<file path="config.mk">
export PLATFORM = sky130hd
export DESIGN_NAME = ram_p0_arbiter
export DESIGN_NICKNAME = d
export VERILOG_FILES = /design/src/rtl/ram_p0_arb_pkg.sv /design/src/rtl/ram_p0_arbiter_rr_pick.sv /design/src/rtl/ram_p0_arbiter.sv
export SDC_FILE = /design/constraint.sdc
export NUM_CORES = 1
export LEC_CHECK = 0
export CAP_MARGIN = 25
export CORE_ASPECT_RATIO = 0.9
export CORE_MARGIN = 10
export CORE_UTILIZATION = 39
export CTS_CLUSTER_DIAMETER = 40
export DETAILED_ROUTE_END_ITERATION = 10
export GPL_TIMING_DRIVEN = 0
export PLACE_DENSITY_LB_ADDON = 0.3
export SYNTH_ARGS = -nofsm -noshare
export SYNTH_HDL_FRONTEND = slang
export SYNTH_SLANG_ARGS = --single-unit
</file>
<file path="constraint.sdc">
create_clock -name clock -period 6.7 [get_ports clock]
set_input_delay 1.005 -clock clock [delete_from_list [all_inputs] [get_ports clock]]
set_output_delay 1.005 -clock clock [all_outputs]
set_load 0.05 [all_outputs]
</file>
<file path="src/rtl/ram_p0_arb_pkg.sv">
// Shared constants for the RAM port-0 arbiter slice.
//   STAT_W   : width of each per-requester grant counter
//   STAT_SAT : saturation value of the grant counters
//   RID_W    : width of the requester index carried with read data
package ram_p0_arb_pkg;
  localparam int unsigned STAT_W = 16;
  localparam logic [STAT_W-1:0] STAT_SAT = 16'hFFFF;
  localparam int unsigned RID_W = 3;
endpackage

</file>
<file path="src/rtl/ram_p0_arbiter_rr_pick.sv">
// rr_pick: combinational round-robin priority picker.
// Ports:
//   req_i      : per-requester request vector
//   last_gnt_i : index of the most recently granted requester
//   gnt_o      : one-hot grant (zero when no request)
//   idx_o      : binary index of the granted requester (0 when none)
// The search starts at (last_gnt_i+1) mod N and wraps once around.
module rr_pick
  import ram_p0_arb_pkg::*;
#(
  parameter int unsigned N = 2
) (
  input  logic [N-1:0]     req_i,
  input  logic [RID_W-1:0] last_gnt_i,
  output logic [N-1:0]     gnt_o,
  output logic [RID_W-1:0] idx_o
);

  logic        found;
  int unsigned cand;

  always_comb begin
    gnt_o = '0;
    idx_o = '0;
    found = 1'b0;
    cand  = 0;
    for (int unsigned k = 1; k <= N; k++) begin
      cand = (32'(last_gnt_i) + k) % N;
      if (!found && req_i[cand]) begin
        gnt_o[cand] = 1'b1;
        idx_o       = RID_W'(cand);
        found       = 1'b1;
      end
    end
  end

endmodule

</file>
<file path="src/rtl/ram_p0_arbiter.sv">
// ram_p0_arbiter: round-robin sharing of RAM port 0 between NUM_REQ
// single-beat requesters. Grant is combinational; read data is registered
// and returned one cycle after the read grant together with the winner id.
// Ports:
//   clock, reset            : clock (rising edge), async active-high reset
//   req/req_we/req_addr/req_wdata : per-requester request, flattened buses
//   gnt                     : one-hot grant, same cycle as the RAM access
//   rvalid/rid/rdata        : registered read response
//   ram_port_en_0, ram_wr_en, ram_addr_p0, ram_data_in : RAM port-0 drive
//   ram_data_out_0          : RAM port-0 read data
//   stat_gnt_cnt            : saturating 16-bit grant counters per requester,
//                             present only when RAM_P0_ARB_STATS_EN is defined
module ram_p0_arbiter
  import ram_p0_arb_pkg::*;
#(
  parameter int unsigned NUM_REQ = 2,
  parameter int unsigned ADDR_W  = 4,
  parameter int unsigned DATA_W  = 8
) (
  input  logic                      clock,
  input  logic                      reset,
  input  logic [NUM_REQ-1:0]        req,
  input  logic [NUM_REQ-1:0]        req_we,
  input  logic [NUM_REQ*ADDR_W-1:0] req_addr,
  input  logic [NUM_REQ*DATA_W-1:0] req_wdata,
  output logic [NUM_REQ-1:0]        gnt,
  output logic                      rvalid,
  output logic [RID_W-1:0]          rid,
  output logic [DATA_W-1:0]         rdata,
  output logic                      ram_port_en_0,
  output logic                      ram_wr_en,
  output logic [ADDR_W-1:0]         ram_addr_p0,
  output logic [DATA_W-1:0]         ram_data_in,
  input  logic [DATA_W-1:0]         ram_data_out_0
`ifdef RAM_P0_ARB_STATS_EN
  ,
  output logic [NUM_REQ*STAT_W-1:0] stat_gnt_cnt
`endif
);

  logic [NUM_REQ-1:0] req_eff;
  logic [NUM_REQ-1:0] pick_gnt;
  logic [RID_W-1:0]   pick_idx;
  logic               any_gnt;
  logic               win_we;
  logic [ADDR_W-1:0]  win_addr;
  logic [DATA_W-1:0]  win_wdata;

  logic [RID_W-1:0]   last_gnt_q, last_gnt_d;
  logic [ADDR_W-1:0]  addr_q, addr_d;
  logic [DATA_W-1:0]  wdata_q, wdata_d;
  logic               rvalid_q, rvalid_d;
  logic [RID_W-1:0]   rid_q, rid_d;
  logic [DATA_W-1:0]  rdata_q, rdata_d;

  // Requests are masked during reset so the combinational grant and RAM
  // drive show their reset values for as long as reset is held.
  always_comb begin
    req_eff = reset ? '0 : req;
  end

  rr_pick #(
    .N(NUM_REQ)
  ) u_pick (
    .req_i      (req_eff),
    .last_gnt_i (last_gnt_q),
    .gnt_o      (pick_gnt),
    .idx_o      (pick_idx)
  );

  always_comb begin
    any_gnt   = |pick_gnt;
    win_we    = req_we[pick_idx];
    win_addr  = req_addr[pick_idx*ADDR_W +: ADDR_W];
    win_wdata = req_wdata[pick_idx*DATA_W +: DATA_W];

    last_gnt_d = last_gnt_q;
    addr_d     = addr_q;
    wdata_d    = wdata_q;
    rvalid_d   = 1'b0;
    rid_d      = rid_q;
    rdata_d    = rdata_q;

    if (any_gnt) begin
      last_gnt_d = pick_idx;
      addr_d     = win_addr;
      wdata_d    = win_wdata;
      if (!win_we) begin
        rvalid_d = 1'b1;
        rid_d    = pick_idx;
        rdata_d  = ram_data_out_0;
      end
    end

    gnt           = pick_gnt;
    ram_port_en_0 = any_gnt;
    ram_wr_en     = any_gnt & win_we;
    // Address/data come straight from the winner, and otherwise replay the
    // last granted values so the RAM pins do not toggle while idle.
    ram_addr_p0   = addr_d;
    ram_data_in   = wdata_d;
    rvalid        = rvalid_q;
    rid           = rid_q;
    rdata         = rdata_q;
  end

  always_ff @(posedge clock or posedge reset) begin
    if (reset) begin
      last_gnt_q <= RID_W'(NUM_REQ - 1);
      addr_q     <= '0;
      wdata_q    <= '0;
      rvalid_q   <= 1'b0;
      rid_q      <= '0;
      rdata_q    <= '0;
    end else begin
      last_gnt_q <= last_gnt_d;
      addr_q     <= addr_d;
      wdata_q    <= wdata_d;
      rvalid_q   <= rvalid_d;
      rid_q      <= rid_d;
      rdata_q    <= rdata_d;
    end
  end

`ifdef RAM_P0_ARB_STATS_EN
  logic [STAT_W-1:0] cnt_q [NUM_REQ];

  always_ff @(posedge clock or posedge reset) begin
    if (reset) begin
      for (int unsigned i = 0; i < NUM_REQ; i++) cnt_q[i] <= '0;
    end else begin
      for (int unsigned i = 0; i < NUM_REQ; i++) begin
        if (pick_gnt[i] && (cnt_q[i] != STAT_SAT)) cnt_q[i] <= cnt_q[i] + 1'b1;
      end
    end
  end

  always_comb begin
    stat_gnt_cnt = '0;
    for (int unsigned i = 0; i < NUM_REQ; i++) stat_gnt_cnt[i*STAT_W +: STAT_W] = cnt_q[i];
  end
`endif

endmodule

</file>
==> impl_metrics.ini <==
[critical_path]
crit_type = in2out
cp_slowest_cell = clkdlybuf4s50_1
critPathTopFamily = buffers and inverters
crit_path_frequent_cell = clkdlybuf4s50_1
worstPathRequired_ns = 5.69
cp_cell_sequence = clkdlybuf4s50_1, a21bo_2, clkbuf_1, o21ai_0, a31oi_1, clkdlybuf4s50_1
critPathMaxFanout = 10
max_stage_delay_ns = 0.85
crit_arrival_ns = 3.49
startpoint_type = input port
endpoint_kind = output pin
path_buf_inv = 3

[sta]
tightest_slew_ns = 0.735
hold_violations = 0
max_slew_margin_pct = 51.0
rsz0062_at_grt = false
max_freq_ghz = 0.223
fin_crit_ns = 4.49
setup-tns-final_ns = 0
skew_ns = 0.00202
setup_viol = 0
fin_crit_sh_pct = 67.0
fin_ws_ns = 2.21
final-max-slew-violation-count = 0

[global_routing]
grt_start_max_net_pins = 33
gr-usage-met1_pct = 14.6
top_usage_layer = met2
grt_pass1_wl_um = 5650
grt_pass1_vias = 1192
use_met2_pct = 22.5
grt_antenna_before_repair = 0
grt-ovfl-total = 0
grt_usage_pct = 13.2
grt.met3_usage_pct = 6.21

[finish]
final_cell_count_no_fill = 216
num-nets-final = 215
drive_gt1_share_pct = 11.4
fillers = 244
synthToLayoutAreaGrowth_pct = 64.3
diodes = 0

[logic_synthesis]
netlist_area_um2 = 1090
syn_inst = 109
ys.warnings.count = 0
yosysSeqAreaShare_pct = 52.8
synth.avg_cell_area_um2 = 10.0
synth-seq-cells = 23
synth.distinct_cells = 24

[die]
row_count = 18
die_w_um = 75.8
initial_core_util_pct = 40.1
core_um2 = 2730
die_area_um2 = 5320
ios = 66
die_h_um = 70.2

[pwr]
p_per_area_nw_per_um2 = 256
power.leakage_nw = 0.724
vdd_drop_max_mv = 0.179

[route]
wl_um = 3630
drc = 0
wire_per_inst_um = 16.8
dr.pass1.iters = 4
ant_nets = 0
drtIter0Drc = 89
viasPerCell = 5.03
vias = 1087

[clocking]
clk_latency_ns = 0.30
cts_max_level = 1
clk_pin_slew_ns = 0.12
cts_made_buffers = 3
ctsResizeCount = 0
cts-root-buf = clkbuf_4
cts_tree = yes
clock_sinks = 23
post_cts_buffers = 0
clk_path_buf_depth = 2
ctsHoldBuffers = 0

[min_path]
hold_path_class = reg2reg

[placed_design]
dp_cells = 212
place_ws_ns = 2.20
place.gp.congestion = 0.727
io_buffers = 62
dp_hpwl_um = 2920

[outcome]
outcome = complete, no violations

[flow_run]
cap_violations = 0
==> where the power goes <==
group	total, W	switching (W)	internal [W]	leakage [nW]
logic	0.000224	0.000141	0.0000822	0.444
clock network	0.0000625	0.0000394	0.0000231	0.0150
registers	0.000174	0.0000104	0.000164	0.264
==> kinds of logic after synthesis <==
kind of cell,after synthesis,synth area share [%]
flip-flops,23,52.8
multiplexers,8,8.25
AND/OR/NAND/NOR,31,12.6
AO/OA/AOI/OAI,33,20.4
buffers and inverters,13,5.61
other,1,0.343
==> worst paths after layout <==
check / startpoint / end / slack, ns / depth (start not counted)
setup / recovery: req[0] / ram_data_in[4] / 2.21 / 6
hold / removal: rdata[1] / rdata[1] / 0.51 / 1
setup reg to reg: last_gnt_q[0] / wdata_q[4] / 5.04 / 4
hold reg to reg: rdata[1] / rdata[1] / 0.51 / 1
max in group asynchronous: reset / rvalid / 5.14 / 3
min in group asynchronous: reset / wdata_q[7] / 1.10 / 3
==> cell usage in the layout, fill, tap and decap left out, drive strengths merged <==
cell type      instances
a21bo                  1
a21boi                 1
a21o                   1
a21oi                  1
a31oi                 12
a32oi                  1
and3                   1
buf                    6
clkbuf                 7
clkdlybuf4s50         62
conb                   2
dfrtp                 22
dfstp                  1
inv                    4
mux2                   8
nand2b                 1
nand3                 13
nor2                  16
o21ai                 14
o21bai                 1
o2bb2ai                1
==> cell usage after synthesis <==
| master | count | area (um2) |
|---|---|---|
| dfrtp_1 | 22 | 551 |
| nor2_1 | 16 | 60.1 |
| nand3_1 | 13 | 65.1 |
| o21ai_0 | 13 | 65.1 |
| a31oi_1 | 12 | 75.1 |
| mux2_2 | 5 | 56.3 |
| buf_2 | 4 | 20.0 |
| clkbuf_1 | 3 | 11.3 |
| inv_1 | 3 | 11.3 |
| mux2_1 | 3 | 33.8 |
| buf_4 | 2 | 15.0 |
| a21bo_2 | 1 | 10.0 |
| a21boi_2 | 1 | 11.3 |
| a21o_1 | 1 | 7.51 |
| a21oi_1 | 1 | 5.00 |
| a32oi_4 | 1 | 27.5 |
| and3_1 | 1 | 6.26 |
| conb_1 | 1 | 3.75 |
| dfstp_2 | 1 | 26.3 |
| inv_2 | 1 | 3.75 |
| nand2b_1 | 1 | 6.26 |
| o21ai_1 | 1 | 5.00 |
| o21bai_1 | 1 | 7.51 |
| o2bb2ai_1 | 1 | 8.76 |
==> routing by layer <==
| metal | up-vias | wire (um) |
|---|---|---|
| met2 | 45 | 1780 |
| li1 | 518 | - |
| met5 | - | 0 |
| met1 | 524 | 1410 |
| met4 | 0 | 0 |
| met3 | 0 | 434 |
==> final cells by class <==
type                    instances  area [um2]  area share, %
plain buffers                   9        47.5           2.65
clock buffers                   4        26.3           1.46
inverters                       4        15.0          0.837
multi-input cells              74         458           25.5
flip-flops and latches         23         577           32.1
well taps                      40        50.0           2.79
repair buffers                 62         621           34.6
==> flip-flops by register name, indices dropped and copies added (netlist names) <==
| signal | flops |
|---|---|
| rvalid | 1 |
| rid | 1 |
| last_gnt_q | 1 |
| addr_q | 4 |
| rdata | 8 |
| wdata_q | 8 |
==> stage by stage <==
stage / utilization (%) / instance area [um2] / hold WS [ns] / total power [W]
2_1_floorplan: - / 1100 / 0.513 / 0.000315
3_3_place_gp: 64.8 / 1770 / 0.475 / 0.000397
3_5_place_dp: 64.9 / 1770 / 0.490 / 0.000402
4_1_cts: 65.8 / 1790 / 0.519 / 0.000467
5_1_grt: 65.8 / 1790 / 0.541 / 0.000485
6_report: 65.8 / 1790 / 0.512 / 0.000460
No activity file was read; power rests on OpenSTA's default activity.
